`src/rtl/sram_1rw_req_resp_adapter_if.sv`:
```
// Request/response channel bundle between a memory initiator and the
// single-port SRAM adapter.
//   master: drives req_val/req_type/req_addr/req_data/req_strb and resp_rdy
//   slave : drives req_rdy and resp_val/resp_type/resp_data
interface sram_1rw_req_resp_adapter_if #(
    parameter int p_data_nbits  = 32,
    parameter int p_num_entries = 256
);
    localparam int c_addr_nbits  = $clog2(p_num_entries);
    localparam int c_data_nbytes = (p_data_nbits + 7) / 8;

    logic                     req_val;
    logic                     req_rdy;
    logic                     req_type;
    logic [c_addr_nbits-1:0]  req_addr;
    logic [p_data_nbits-1:0]  req_data;
    logic [c_data_nbytes-1:0] req_strb;

    logic                     resp_val;
    logic                     resp_rdy;
    logic                     resp_type;
    logic [p_data_nbits-1:0]  resp_data;

    modport master (
        output req_val, req_type, req_addr, req_data, req_strb, resp_rdy,
        input  req_rdy, resp_val, resp_type, resp_data
    );

    modport slave (
        input  req_val, req_type, req_addr, req_data, req_strb, resp_rdy,
        output req_rdy, resp_val, resp_type, resp_data
    );
endinterface

```
`src/rtl/sram_1rw_req_resp_adapter.sv`:
```
// Initiator-side controller for a single-port synchronous SRAM.
// Accepts val/rdy read / byte-masked write requests, issues them to the SRAM
// in the same cycle, absorbs the one-cycle read latency and returns in-order
// val/rdy responses through a 2-entry buffer.
// Ports:
//   clk, reset          clock; synchronous active-high reset
//   bus (slave)         request/response channels
//   sram_read_*         SRAM read port (data valid one cycle after read_en)
//   sram_write_*        SRAM write port with byte enables
module sram_1rw_req_resp_adapter #(
    parameter int  p_data_nbits  = 32,
    parameter int  p_num_entries = 256,
    localparam int c_addr_nbits  = $clog2(p_num_entries),
    localparam int c_data_nbytes = (p_data_nbits + 7) / 8
) (
    input  logic                      clk,
    input  logic                      reset,
    sram_1rw_req_resp_adapter_if.slave bus,
    output logic                      sram_read_en,
    output logic [c_addr_nbits-1:0]   sram_read_addr,
    input  logic [p_data_nbits-1:0]   sram_read_data,
    output logic                      sram_write_en,
    output logic [c_data_nbytes-1:0]  sram_write_byte_en,
    output logic [c_addr_nbits-1:0]   sram_write_addr,
    output logic [p_data_nbits-1:0]   sram_write_data
);

    logic                          fire;
    logic                          req_rdy_i;
    logic                          p_val;
    logic                          p_type;

    logic [1:0]                    buf_type;
    logic [1:0][p_data_nbits-1:0]  buf_data;
    logic [1:0]                    count;
    logic                          rd_ptr;
    logic                          wr_ptr;
    logic                          push;
    logic                          deq;
    logic                          resp_val_i;
    logic [2:0]                    occ;
    logic [p_data_nbits-1:0]       push_data;

    // Issue stage: requests go straight to the SRAM in the accept cycle.
    assign fire               = bus.req_val & req_rdy_i;
    assign sram_read_en       = fire & ~bus.req_type;
    assign sram_write_en      = fire & bus.req_type;
    assign sram_read_addr     = bus.req_addr;
    assign sram_write_addr    = bus.req_addr;
    assign sram_write_data    = bus.req_data;
    assign sram_write_byte_en = bus.req_strb;

    // Response buffer head.
    assign resp_val_i    = ~reset & (count != 2'd0);
    assign bus.resp_val  = resp_val_i;
    assign bus.resp_type = resp_val_i ? buf_type[rd_ptr] : 1'b0;
    assign bus.resp_data = resp_val_i ? buf_data[rd_ptr] : '0;
    assign deq           = resp_val_i & bus.resp_rdy;

    // Credit rule: the pending request plus buffered entries, less the one
    // leaving this cycle, must leave room for the next accept.
    assign occ       = {1'b0, count} + {2'b00, p_val};
    assign req_rdy_i = ~reset & ((occ - {2'b00, deq}) < 3'd2);
    assign bus.req_rdy = req_rdy_i;

    // Read data is only meaningful for a pending read; writes return zero.
    assign push      = p_val;
    assign push_data = p_type ? '0 : sram_read_data;
    assign wr_ptr    = rd_ptr ^ count[0];

    always_ff @(posedge clk) begin
        if (reset) begin
            p_val    <= 1'b0;
            p_type   <= 1'b0;
            count    <= 2'd0;
            rd_ptr   <= 1'b0;
            buf_type <= '0;
            buf_data <= '0;
        end else begin
            p_val <= fire;
            if (fire) begin
                p_type <= bus.req_type;
            end
            if (push) begin
                buf_type[wr_ptr] <= p_type;
                buf_data[wr_ptr] <= push_data;
            end
            if (deq) begin
                rd_ptr <= ~rd_ptr;
            end
            case ({push, deq})
                2'b10:   count <= count + 2'd1;
                2'b01:   count <= count - 2'd1;
                default: count <= count;
            endcase
        end
    end

    a_req_val_known: assert property (@(posedge clk) disable iff (reset)
        !$isunknown(bus.req_val));
    a_fire_known: assert property (@(posedge clk) disable iff (reset)
        fire |-> !$isunknown({bus.req_type, bus.req_addr}));
    a_addr_range: assert property (@(posedge clk) disable iff (reset)
        fire |-> (int'(bus.req_addr) < p_num_entries));
    a_no_overflow: assert property (@(posedge clk) disable iff (reset)
        push |-> (count != 2'd2));

endmodule

```
`src/flat_wrapper.sv`:
```
// flat-port wrapper written by rule: the top's interface ports become plain ports
module sram_1rw_req_resp_adapter_flat 
#(
    parameter int  p_data_nbits  = 32,
    parameter int  p_num_entries = 256,
    localparam int c_addr_nbits  = $clog2(p_num_entries),
    localparam int c_data_nbytes = (p_data_nbits + 7) / 8
)
  (clk, reset, sram_read_en, sram_read_addr, sram_read_data, sram_write_en, sram_write_byte_en, sram_write_addr, sram_write_data, bus_req_val, bus_req_type, bus_req_addr, bus_req_data, bus_req_strb, bus_resp_rdy, bus_req_rdy, bus_resp_val, bus_resp_type, bus_resp_data);
  sram_1rw_req_resp_adapter_if #(.p_data_nbits(p_data_nbits), .p_num_entries(p_num_entries)) bus_i ();
  input  logic clk;
  input  logic reset;
  output logic sram_read_en;
  output logic [c_addr_nbits-1:0] sram_read_addr;
  input  logic [p_data_nbits-1:0] sram_read_data;
  output logic sram_write_en;
  output logic [c_data_nbytes-1:0] sram_write_byte_en;
  output logic [c_addr_nbits-1:0] sram_write_addr;
  output logic [p_data_nbits-1:0] sram_write_data;
  input wire logic [$bits(bus_i.req_val)-1:0] bus_req_val;
  input wire logic [$bits(bus_i.req_type)-1:0] bus_req_type;
  input wire logic [$bits(bus_i.req_addr)-1:0] bus_req_addr;
  input wire logic [$bits(bus_i.req_data)-1:0] bus_req_data;
  input wire logic [$bits(bus_i.req_strb)-1:0] bus_req_strb;
  input wire logic [$bits(bus_i.resp_rdy)-1:0] bus_resp_rdy;
  output wire logic [$bits(bus_i.req_rdy)-1:0] bus_req_rdy;
  output wire logic [$bits(bus_i.resp_val)-1:0] bus_resp_val;
  output wire logic [$bits(bus_i.resp_type)-1:0] bus_resp_type;
  output wire logic [$bits(bus_i.resp_data)-1:0] bus_resp_data;
  assign bus_i.req_val = bus_req_val;
  assign bus_i.req_type = bus_req_type;
  assign bus_i.req_addr = bus_req_addr;
  assign bus_i.req_data = bus_req_data;
  assign bus_i.req_strb = bus_req_strb;
  assign bus_i.resp_rdy = bus_resp_rdy;
  assign bus_req_rdy = bus_i.req_rdy;
  assign bus_resp_val = bus_i.resp_val;
  assign bus_resp_type = bus_i.resp_type;
  assign bus_resp_data = bus_i.resp_data;
  sram_1rw_req_resp_adapter #(.p_data_nbits(p_data_nbits), .p_num_entries(p_num_entries)) u_core (.clk(clk), .reset(reset), .bus(bus_i), .sram_read_en(sram_read_en), .sram_read_addr(sram_read_addr), .sram_read_data(sram_read_data), .sram_write_en(sram_write_en), .sram_write_byte_en(sram_write_byte_en), .sram_write_addr(sram_write_addr), .sram_write_data(sram_write_data));
endmodule
```
`config.mk`:
```
export PLATFORM = sky130hd
export DESIGN_NAME = sram_1rw_req_resp_adapter_flat
export DESIGN_NICKNAME = d
export VERILOG_FILES = /design/src/rtl/sram_1rw_req_resp_adapter_if.sv /design/src/rtl/sram_1rw_req_resp_adapter.sv /design/src/flat_wrapper.sv
export SDC_FILE = /design/constraint.sdc
export NUM_CORES = 1
export LEC_CHECK = 0
export BUFFER_PORTS_ARGS = -buffer_cell sky130_fd_sc_hd__buf_2
export CAP_MARGIN = 15
export CELL_PAD_IN_SITES_DETAIL_PLACEMENT = 1
export CELL_PAD_IN_SITES_GLOBAL_PLACEMENT = 2
export CORE_MARGIN = 10
export CORE_UTILIZATION = 28
export CTS_CLUSTER_DIAMETER = 200
export DETAILED_ROUTE_END_ITERATION = 10
export PLACE_DENSITY_LB_ADDON = 0.1
export RECOVER_POWER = 50
export REMOVE_ABC_BUFFERS = 1
export SLEW_MARGIN = 20
export SYNTH_ARGS = -nofsm -noshare
export SYNTH_HDL_FRONTEND = slang
export SYNTH_SLANG_ARGS = --single-unit
```
`constraint.sdc`:
```
create_clock -name clk -period 2.5 [get_ports clk]
set_clock_uncertainty 0.15 [all_clocks]
set_input_delay 0.25 -clock clk [delete_from_list [all_inputs] [get_ports clk]]
set_output_delay 0.25 -clock clk [all_outputs]
set_load 0.05 [all_outputs]
```
==> results of run 1 <==
[kinds of logic (layout without fill, tap and decap cells)]
group                      Yosys count  in the layout  share of synthesized area, %
and+or+nand+nor                    148            148                          23.0
adders and majority gates            1              1                         0.501
AOI/OAI and AO/OA                    7              7                          1.10
muxes                              100            100                          25.1
buffers and inverters               86            103                          14.1
DFF                                 71             71                          35.6
xor gates and xnor gates             3              3                         0.658
[repair_timing]
item,CTS,global route
gates resized for setup,3,6
pin swaps,0,2
buffers inserted,0,1
setup endpoints to repair,2,2
[area by class of cell]
class	instances	area, µm²
Multi-Input combinational cell	259	2030
Timing Repair Buffer	85	499
Tap cell	180	225
Inverter	4	15.0
Sequential cell	71	1430
Clock inverter	1	5.00
Fill cell	1645	9480
Clock buffer	13	260
[metrics by stage]
| step | util (%) | power, mW | worst slack, ps | instances |
|---|---|---|---|---|
| 2_1_floorplan | - | 1.44 | -793 | 334 |
| 6_report | 32.0 | 2.70 | 118 | 613 |
| 4_1_cts | 32.1 | 2.77 | 18.9 | 612 |
| 3_3_place_gp | 30.1 | 1.57 | 219 | 598 |
| 5_1_grt | 32.0 | 2.85 | 8.16 | 613 |
| 3_5_place_dp | 30.1 | 1.57 | 182 | 598 |
[layout by cell type (no fill, tap or decap), types with 2 or more instances in the layout]
master,n
sky130_fd_sc_hd__buf_6,2
sky130_fd_sc_hd__buf_2,71
sky130_fd_sc_hd__or3b_2,32
sky130_fd_sc_hd__clkbuf_8,2
sky130_fd_sc_hd__buf_4,6
sky130_fd_sc_hd__nand2_1,2
sky130_fd_sc_hd__nand2b_1,71
sky130_fd_sc_hd__buf_12,3
sky130_fd_sc_hd__a21oi_1,4
sky130_fd_sc_hd__nor2_1,36
sky130_fd_sc_hd__xnor2_1,2
sky130_fd_sc_hd__clkbuf_16,9
sky130_fd_sc_hd__clkbuf_1,3
sky130_fd_sc_hd__dfxtp_1,69
sky130_fd_sc_hd__inv_1,4
sky130_fd_sc_hd__mux2i_1,100
[per-layer routing]
metal / GRT usage [%] / vias up / routed length, µm / part of all wire, %
li1: - / 1355 / - / -
met3: 7.08 / 13 / 1320 / 10
met5: 3.93 / - / 45 / 0.34
met2: 17.1 / 124 / 5190 / 40
met1: 17.0 / 1371 / 6350 / 49
met4: 5.00 / 2 / 166 / 1.3
[cell usage after synthesis]
master	number
sky130_fd_sc_hd__mux2i_1	100
sky130_fd_sc_hd__dfxtp_1	71
sky130_fd_sc_hd__nand2b_1	71
sky130_fd_sc_hd__buf_4	57
sky130_fd_sc_hd__nor2_1	36
sky130_fd_sc_hd__or3b_2	32
sky130_fd_sc_hd__clkbuf_1	18
sky130_fd_sc_hd__a21oi_1	4
sky130_fd_sc_hd__inv_1	4
sky130_fd_sc_hd__buf_2	3
sky130_fd_sc_hd__buf_6	3
sky130_fd_sc_hd__xnor2_1	3
sky130_fd_sc_hd__nand2_1	2
sky130_fd_sc_hd__a21o_1	1
sky130_fd_sc_hd__and3b_1	1
sky130_fd_sc_hd__and4_1	1
sky130_fd_sc_hd__clkbuf_2	1
sky130_fd_sc_hd__fa_1	1
sky130_fd_sc_hd__nand3_1	1
sky130_fd_sc_hd__nand3b_1	1
sky130_fd_sc_hd__nand4b_1	1
sky130_fd_sc_hd__nor4_1	1
sky130_fd_sc_hd__o21ai_0	1
sky130_fd_sc_hd__o21bai_2	1
sky130_fd_sc_hd__or3_1	1
[registers in the layout (all words and copies together) (netlist names)]
signal           flops
u_core.buf_data     64
u_core.buf_type      2
u_core.count         2
u_core.p_type        1
u_core.p_val         1
u_core.rd_ptr        1
[power groups by stage]
stage                     sequential, mW  combinational, mW  clock, mW
after floorplan                     1.23              0.206          0
after global placement              1.22              0.341          0
after detailed placement            1.23              0.345          0
after CTS                           1.20              0.346       1.23
after global routing                1.21              0.362       1.28
final                               1.20              0.329       1.17
[worst max-delay path: stages (launching register included)]
cell and delay, ps:
sky130_fd_sc_hd__dfxtp_4 380, sky130_fd_sc_hd__o21bai_4 150, sky130_fd_sc_hd__nor2_1 80, sky130_fd_sc_hd__fa_2 540, sky130_fd_sc_hd__nand4b_1 150, sky130_fd_sc_hd__nor2_1 170
sky130_fd_sc_hd__buf_6 170
[worst max path at each step]
| stage | from | endpoint | slack, ps | cells past startpoint |
|---|---|---|---|---|
| 3_5_place_dp | reset | sram_read_en | 180 | 9 |
| 5_1_grt | u_core.count[1] | sram_read_en | 8 | 7 |
| 2_1_floorplan | u_core.rd_ptr | u_core.buf_data[32] | -790 | 3 |
| 3_3_place_gp | reset | sram_read_en | 220 | 9 |
| 4_1_cts | u_core.count[0] | sram_read_en | 20 | 7 |
| 6_report | u_core.count[1] | sram_read_en | 120 | 6 |
==> results.txt, run 1 <==
* Result of the run: finished, final reports clean
* Switching fraction of total power: 24.4%
* Worst min-delay path startpoint: bus_req_type
- Maximum number of pins on one net before global-route repair: 90
* Detailed-route wire length: 13100 µm
- Clock tree from TritonCTS: built
- VDD sags by at most 0.212 mV.
* Antenna violations before repair: 0
- Initial drt markers: 95
* Final count of pins violating max slew: 0
- For this design the total switching power over the nets is 660 µW.
* Cell depth of the worst hold path: 3
- Headroom to the max-slew limit came out at 49.3%.
- The worst setup path is captured at a primary output.
- Later-pin clock latency in the skew report: 330 ps
- Timing would allow up to 420 MHz.
- The clock period could shrink to 2380 ps.
* Post-route standard cell area excluding fillers: 4460 µm²
* Worst min-delay path category: in2reg
- The worst hold path terminates at u_core.p_type.
- Most area-consuming cells after synthesis: sky130_fd_sc_hd__dfxtp_1, sky130_fd_sc_hd__mux2i_1, sky130_fd_sc_hd__nand2b_1
* Number of maximum-capacitance constraint violations: 0
- The biggest area contributor in the post-synthesis netlist is sky130_fd_sc_hd__dfxtp_1.
- The clock passes through at most 2 buffers.
- For this run, design rule violations remaining after detail routing come to 0.
- Leak: 2.04 nW
- Cts bufs inserted: 9
* Reg-to-reg critical path endpoint: u_core.buf_data[58]
* Syn avg cell area: 9.60 µm²
- Vias per inst: 4.67
- Die ar.: 19400 µm²
- Count of nets left with antenna violations after detail routing: 0
* Number of global-route vias before repair: 3111
- Worst path required time: 2100 ps
- Number of ports placed on the die boundary: 170
- The region available for standard cell placement spans 13900 µm².
- Row Count: 43
- For this run, the total global-route usage over all layers was measured as 13.1%.
- Once the floorplan was initialized, standard cells occupied 28.7% of the core.
* Number of buffers added to fix hold violations after cts: 0
- Part of the Yosys area used for sequential elements: 35.6%
- Count of distinct cell types in the synthesized netlist: 25
- Worst hold slack across all endpoints: 52.0 ps
- Cell internal power was estimated by the tool at 2.04 mW.
- The tree built by TritonCTS fans out to 71 sinks.
* Power density relative to cell area: 606 nW/µm²
- In this run the biggest area consumer among cell types represents 35.6% of the synthesized area.
- Count of state elements after synthesis: 71
- Clock slew at reported path FFs: 50 ps
* Critical path fanouts, max: 7
- Total negative slack: 0 ps
- Port Buf Inserts: 73
* Detail Placement HPWL: 9060 µm
- STA puts the critical path data arrival time at 1980 ps.
* Sequential group share of total power: 44.4%
* Total congestion overflow after global routing: 0
- Drt pass-1 iters: 4
* Die outline width: 139 µm
* Slack of the worst reg-to-reg path: 250 ps
- The first global-routing pass estimated 19700 µm of wire.
* Final estimated routing congestion in global placement: 0.670
- Startpoint class of the critical path: register
* Transition time at the pin with the least slew margin: 760 ps
* Clock Power Share: 43.4%
- Number of warnings reported in the yosys synthesis log: 0
- Synthesis produced a netlist whose cell count is 416.
- Combinational share of power: 12.2%
- From synthesis to final layout, the design area changed by 11.6%.
- Dividing the detail-routed wire length by the instance count gives 21.3 µm.
- Final setup violation count: 0
- Crit Path Class: reg2out
* Layout cells sized above 1: 30.7%
- Setup repair after global routing left no endpoint under its margin.
- Height of the die: 139 µm
- Number of cells on the worst reg-to-reg path: 4
* Standard cell area after detailed placement: 4200 µm²
- In the finished design, the share of the clock period the worst path needs comes to 95.3%.
- The mapped netlist covers 4000 µm².
- # H-tree levels: 3
- The number of hold-slack violations in the final timing report is 0.
* Routed vias: 2865
- N_diodes: 0
- After the last flow step, the layout net total stands at 512.
- The tree is rooted in a sky130_fd_sc_hd__clkbuf_16.
- The startpoint identified for the worst register-to-register timing path is u_core.rd_ptr.
(Power assumes the default switching activity.)
==> run 2, diff against run 1 <==
- REMOVE_ABC_BUFFERS: 1 -> not set
==> results.txt, run 2 (synthesis results as in run 1) <==
- Core ar.: 13900 µm² (unchanged)
- Clock tree from TritonCTS: built
- Root buffer cell: sky130_fd_sc_hd__clkbuf_16
* Row Count: 43 (unchanged)
- Traced cell by cell, the critical path runs through xnor2_1 -> nand2_1 -> fa_2 -> nand4b_1 -> buf_4 -> nor2_4 -> buf_8.
* Routed vias: 2799 (-2.3%)
* Detail Placement HPWL: 6750 µm (-25%)
- FMAX: 415 MHz (-1.2%)
- # H-tree levels: 3 (unchanged)
* Total congestion overflow after global routing: 0 (unchanged)
- The total number of nets in the final design is 513 (+0.20%).
- The buffers inserted during post-CTS setup optimization is 0 (unchanged).
- The number of cells after detailed placement is 600 (+0.33%).
* Drt pass-1 iters: 4 (unchanged)
* Top Family by Delay on Critical Path: adder cells
* Die outline width: 139 µm (unchanged)
* Sequential cell area: 1430 µm² (about the same)
* Worst min-delay path category: in2reg
* CP Buf/Inv Count: 2 (+1)
- Initial core utilization: 28.7% (unchanged)
- IR drop worst, VDD: 0.261 mV (+23%)
- The die height was 139 µm (unchanged).
- The total length of routed wires was 10400 µm (-20%).
* Final estimated routing congestion in global placement: 0.654 (-2.3%)
* Clock sink total: 71 (unchanged)
- Result of the run: finished, final reports clean
- Number of ports placed on the die boundary: 170 (unchanged)
- The multi-input gate area in the final layout was 2050 µm² (+0.99%).
- Maximum number of pins on one net before global-route repair: 84 (-6.7%)
- The slew at the pin closest to its max-slew limit was 704 ps (-56.2 ps).
* Global-route wire length before repair: 16900 µm (-14%)
* Crit path DAT: 2010 ps (+30 ps)
- Normalized max-slew margin: 53.1% (+3.7 points)
- Pwr Total: 2.82 mW (+4.2%)
- The number of nets still failing antenna checks after routing was 0 (unchanged).
* Number of buffers added to fix hold violations after cts: 0 (unchanged)
- The post-layout instance count excluding filler cells was 616 (+0.49%).
- Worst path required time: 2100 ps (about the same)
- Leaving out fill and tap cells, the most frequent cells in the layout are sky130_fd_sc_hd__mux2i_1, sky130_fd_sc_hd__buf_2, sky130_fd_sc_hd__nand2b_1.
- The largest registers in the layout are u_core.buf_data: 64 flops, u_core.buf_type: 2 flops, u_core.count: 2 flops.
* Crit Path Class: reg2out
* Top reg by flops: u_core.buf_data
* Power density relative to cell area: 628 nW/µm² (+3.6%)
- Post-layout min period: 2410 ps (+28.7 ps)
- The residual DRC count was 0 (unchanged).
- The number of global-route vias before repair is 3106 (-0.16%).
- The flip-flop count of the largest register, all copies and words added came to 64 (unchanged).
- Antenna violations before repair: 0 (unchanged)
* Critical path fanouts, max: 8 (+1)
- Final setup violation count: 0 (unchanged)
* Total routing resource utilization after global routing: 10.8% (-2.3 points)
- Net count after synthesis: 498
- The delay of the slowest critical-path stage was 540 ps (about the same).
- Cts bufs inserted: 9 (unchanged)
- Average wire length per cell after detail routing: 16.9 µm (-21%)
- The buffer depth of the longest clock path was 2 (unchanged).
* RSZ-0062 raised after global routing: no
- STA classifies the critical path startpoint as a register.
- Port Buf Inserts: 73 (unchanged)
- The vias per cell is 4.54 (-2.8%).
- Area growth, synth to finish: 12.3%
* Number of inserted filler cells in the final layout: 1590 (-3.3%)
* Most common cell after layout, fill and taps aside: sky130_fd_sc_hd__mux2i_1
- Die ar.: 19400 µm² (unchanged)
- Cell with the largest stage delay on the worst path: sky130_fd_sc_hd__fa_2
- The clock input transition at the sequential cells of the worst setup and hold paths came to 60 ps (about the same).
* N_diodes: 0 (unchanged)
* Number of resized instances in the post-cts repair step: 7 (+4)
* Sort of element at the end of the critical path: primary output
* Final count of pins violating max slew: 0 (unchanged)
- The setup slack after layout was 89.5 ps (-28.7 ps).
- Initial drt markers: 60 (-37%)
- Utilization after layout: 32.2% (+0.20 points)
- Number of maximum-capacitance constraint violations: 0 (unchanged)
* Later-pin clock latency in the skew report: 340 ps (about the same)
- Layout cells sized above 1: 32.6% (+1.9 points)
- Final hold violation count: 0 (unchanged)
- Post-Place Setup Slack: 121 ps (-61.7 ps)
- Post-route fraction of the period consumed by the critical path: 96.4% (+1.1 points)
- Leak: 2.05 nW (+0.72%)
## run 2: cell count changes in the layout (fill, tap and decap cells not counted), moves of 2 or more
| cell | change |
|---|---|
| sky130_fd_sc_hd__buf_12 | -3 |
| sky130_fd_sc_hd__nor2_1 | -2 |
| sky130_fd_sc_hd__clkinv_2 | +2 |
| sky130_fd_sc_hd__buf_4 | +6 |
| sky130_fd_sc_hd__nor2_4 | +2 |
## run 2: worst reg2reg max path, delay by kind of cell, from the launching register on
family,cells,cell delay [ps]
flip-flops,1,640
buffers and inverters,1,590
multiplexers,1,280
XOR/XNOR,1,180
AND/OR/NAND/NOR,1,90
## run 2: final cells by class
class                           count  area share, %
Clock buffer                       12           5.50
Clock inverter                      4           1.00
Inverter                            4          0.335
Multi-Input combinational cell    259           45.6
Tap cell                          180           5.02
Timing Repair Buffer               86           10.7
Sequential cell                    71           31.8
## run 2: per-stage QoR
| stage | hold WS, ps | setup TNS, ps | cell area [µm²] |
|---|---|---|---|
| CTS | 111 | -0.769 | 4480 |
| finish | 123 | 0 | 4490 |
| global route | 134 | 0 | 4490 |
| floorplan | 295 | 0 | 4030 |
| global placement | 310 | 0 | 4180 |
| detailed placement | 318 | 0 | 4180 |
## run 2: power by group
group | switching (mW) | leakage (nW) | internal (mW)
clock | 0.488 | 0.146 | 0.795
combinational | 0.177 | 1.33 | 0.152
sequential | 0.0284 | 0.577 | 1.18
total | 0.693 | 2.05 | 2.12
## run 2: final timing paths
check / from / end / slack [ps] / cells after the start
max: u_core.p_val / sram_read_en / 90 / 7
min: bus_req_type / u_core.p_type / 120 / 3
max reg2reg: u_core.rd_ptr / u_core.buf_data[31] / 480 / 4
min reg2reg: u_core.buf_data[8] / u_core.buf_data[8] / 320 / 2
## run 2: per-layer routing
metal / part of all wire (%) / wire, µm / track usage [%]
met1: 48 / 5010 / 13.4
met2: 44 / 4640 / 16.2
met3: 5.1 / 536 / 3.23
met4: 2.3 / 236 / 5.82
met5: 0 / 0 / 0
==> run 3, diff against run 2 <==
- MAX_ROUTING_LAYER: not set -> met4
==> results.txt, run 3 (synthesis results as in run 1) <==
- The run finished with clean final reports.
- Clock slew at reported path FFs: 60 ps (about the same)
- Area growth, synth to finish: 12.3% (unchanged)
* # H-tree levels: 3 (unchanged)
- The sequential cell area in the final layout is 1430 µm² (unchanged).
- The maximum VDD drop was 0.260 mV (-0.36%).
- The slew at the pin closest to its max-slew limit was 705 ps (+0.814 ps).
- The largest net degree at the start of global routing was 84 (unchanged).
* Post-route fraction of the period consumed by the critical path: 96.4% (about the same)
- The endpoint required time on the critical path was 2100 ps (about the same).
* Power density relative to cell area: 628 nW/µm² (about the same)
* Post-CTS repair timing setup buffer count: 0 (unchanged)
- Cts bufs inserted: 9 (unchanged)
- Row Count: 43 (unchanged)
* Initial core utilization: 28.7% (unchanged)
- Port Buf Inserts: 73 (unchanged)
- Average wire length per cell after detail routing: 16.9 µm (about the same)
- The die span in x came to 139 µm (unchanged).
- The buffer depth of the longest clock path is 2 (unchanged).
* Count of nets left with antenna violations after detail routing: 0 (unchanged)
- The half-perimeter wire length of the detailed placement result was 6750 µm (unchanged).
- The die area was 19400 µm² (unchanged).
- Worst min-delay path category: in2reg
* Startpoint class of the critical path: register
- Delay of the slowest critical-path stage: 540 ps (about the same)
- Post-layout min period: 2410 ps (-1.22 ps)
- The number of fill cells in the layout was 1590 (unchanged).
* Number of DRC violations after detailed routing: 0 (unchanged)
- Commonest cells after routing, fill and taps aside: sky130_fd_sc_hd__mux2i_1, sky130_fd_sc_hd__buf_2, sky130_fd_sc_hd__nand2b_1
- Height of the die: 139 µm (unchanged)
- Detailed-route wire length: 10400 µm (about the same)
* Initial drt markers: 60 (unchanged)
- Net count after synthesis: 498 (unchanged)
- Final count of pins violating max slew: 0 (unchanged)
- The tree is rooted in a sky130_fd_sc_hd__clkbuf_16.
- Number of ports placed on the die boundary: 170 (unchanged)
- Critical path fanouts, max: 8 (unchanged)
- The data arrival at the endpoint of the critical path was 2010 ps (about the same).
- Final hold violation count: 0 (unchanged)
- Traced cell by cell, the critical path runs through xnor2_1 -> nand2_1 -> fa_2 -> nand4b_1 -> buf_4 -> nor2_4 -> buf_8.
- The slowest stage of the critical path belongs to the cell sky130_fd_sc_hd__fa_2.
* Utilization after layout: 32.2% (unchanged)
* Final estimated routing congestion in global placement: 0.660 (+0.90%)
- Drt pass-1 iters: 4 (unchanged)
- Total routing resource utilization after global routing: 11.0% (+0.28 points)
* Pwr Total: 2.82 mW (about the same)
- STA classifies the critical path endpoint as a primary output.
- In the final layout, the registers with the most flip-flops are u_core.buf_data: 64 flops, u_core.buf_type: 2 flops, u_core.count: 2 flops.
- The number of global-route vias before repair came to 3104 (-0.064%).
* Number of maximum-capacitance constraint violations: 0 (unchanged)
* FMAX: 415 MHz (about the same)
- Leaving out fill and tap cells, the most frequent cell in the layout is sky130_fd_sc_hd__mux2i_1.
- The total negative slack came to 0 ps (unchanged).
- TritonCTS built the clock tree.
* Cell total after placement: 600 (unchanged)
- Top reg by flops: u_core.buf_data
- By startpoint and endpoint, the worst setup path is classified as reg2out.
- The latest clock arrival within the worst-skew pair was 340 ps (about the same).
* Layout cells sized above 1: 32.6% (unchanged)
- Multi-input logic area: 2050 µm² (unchanged)
- Core ar.: 13900 µm² (unchanged)
- Routed vias: 2809 (+0.36%)
* Top Family by Delay on Critical Path: adder cells
- Setup repair after global routing left no endpoint under its margin.
* Final Instance Count excl. Fillers: 616 (unchanged)
- Global-route wire length before repair: 16900 µm (-0.28%)
- The final number of setup-violating endpoints was 0 (unchanged).
- CP Buf/Inv Count: 2 (unchanged)
* Normalized max-slew margin: 53.0% (-0.054 points)
- The vias per cell came to 4.56 (+0.36%).
* Number of flip-flops in the largest register: 64 (unchanged)
- The remaining global-route overflow came to 0 (unchanged).
- The total number of nets in the final design is 513 (unchanged).
- N_diodes: 0 (unchanged)
* Clock sink total: 71 (unchanged)
- Antenna violations before repair: 0 (unchanged)
* Leak: 2.05 nW (unchanged)
run 3: cell counts in the layout (fill, tap and decap cells not counted):
Identical to the previous run, type by type.
run 3: worst paths after layout:
path	startpoint	to	slack, ps	cells past startpoint
max	u_core.p_val	sram_read_en	90	7
min	bus_req_type	u_core.p_type	120	3
max reg2reg	u_core.rd_ptr	u_core.buf_data[31]	480	4
min reg2reg	u_core.buf_data[8]	u_core.buf_data[8]	320	2
run 3: area by class of cell:
| cell class | count | area share [%] |
|---|---|---|
| Multi-Input combinational cell | 259 | 45.6 |
| Tap cell | 180 | 5.02 |
| Sequential cell | 71 | 31.8 |
| Timing Repair Buffer | 86 | 10.7 |
| Clock inverter | 4 | 1.00 |
| Clock buffer | 12 | 5.50 |
| Inverter | 4 | 0.335 |
run 3: report_power, final:
group	internal [mW]	switching (mW)	total [mW]
Clock	0.795	0.487	1.28
Sequential	1.18	0.0284	1.20
Combinational	0.152	0.177	0.329
Total	2.12	0.693	2.82
run 3: what timing repair did:
action,in CTS,in global routing
hold endpoints to repair,0,0
pin swaps,0,0
gates resized for setup,7,3
endpoints found under the setup margin,3,2
hold buffers,0,0
run 3: stage by stage:
step	instance area (µm²)	setup slack [ps]	hold slack (ps)
floorplan	4030	7.16	295
global placement	4180	166	310
detailed placement	4180	121	318
CTS	4480	-0.769	111
global route	4490	7.00	134
finish	4490	90.7	121
run 3: worst min-delay path, cell delays in order:
cell and delay (ps):
sky130_fd_sc_hd__buf_2 110, sky130_fd_sc_hd__inv_1 80, sky130_fd_sc_hd__mux2i_1 120
run 3: per-layer routing:
layer | up-vias | wire length (µm) | share of wire [%] | global-route usage, %
met3 | 25 | 426 | 4.1 | 2.76
met5 | - | 0 | 0 | -
li1 | 1361 | - | - | -
met2 | 78 | 4640 | 45 | 16.2
met1 | 1345 | 5120 | 49 | 13.7
met4 | 0 | 227 | 2.2 | 5.82
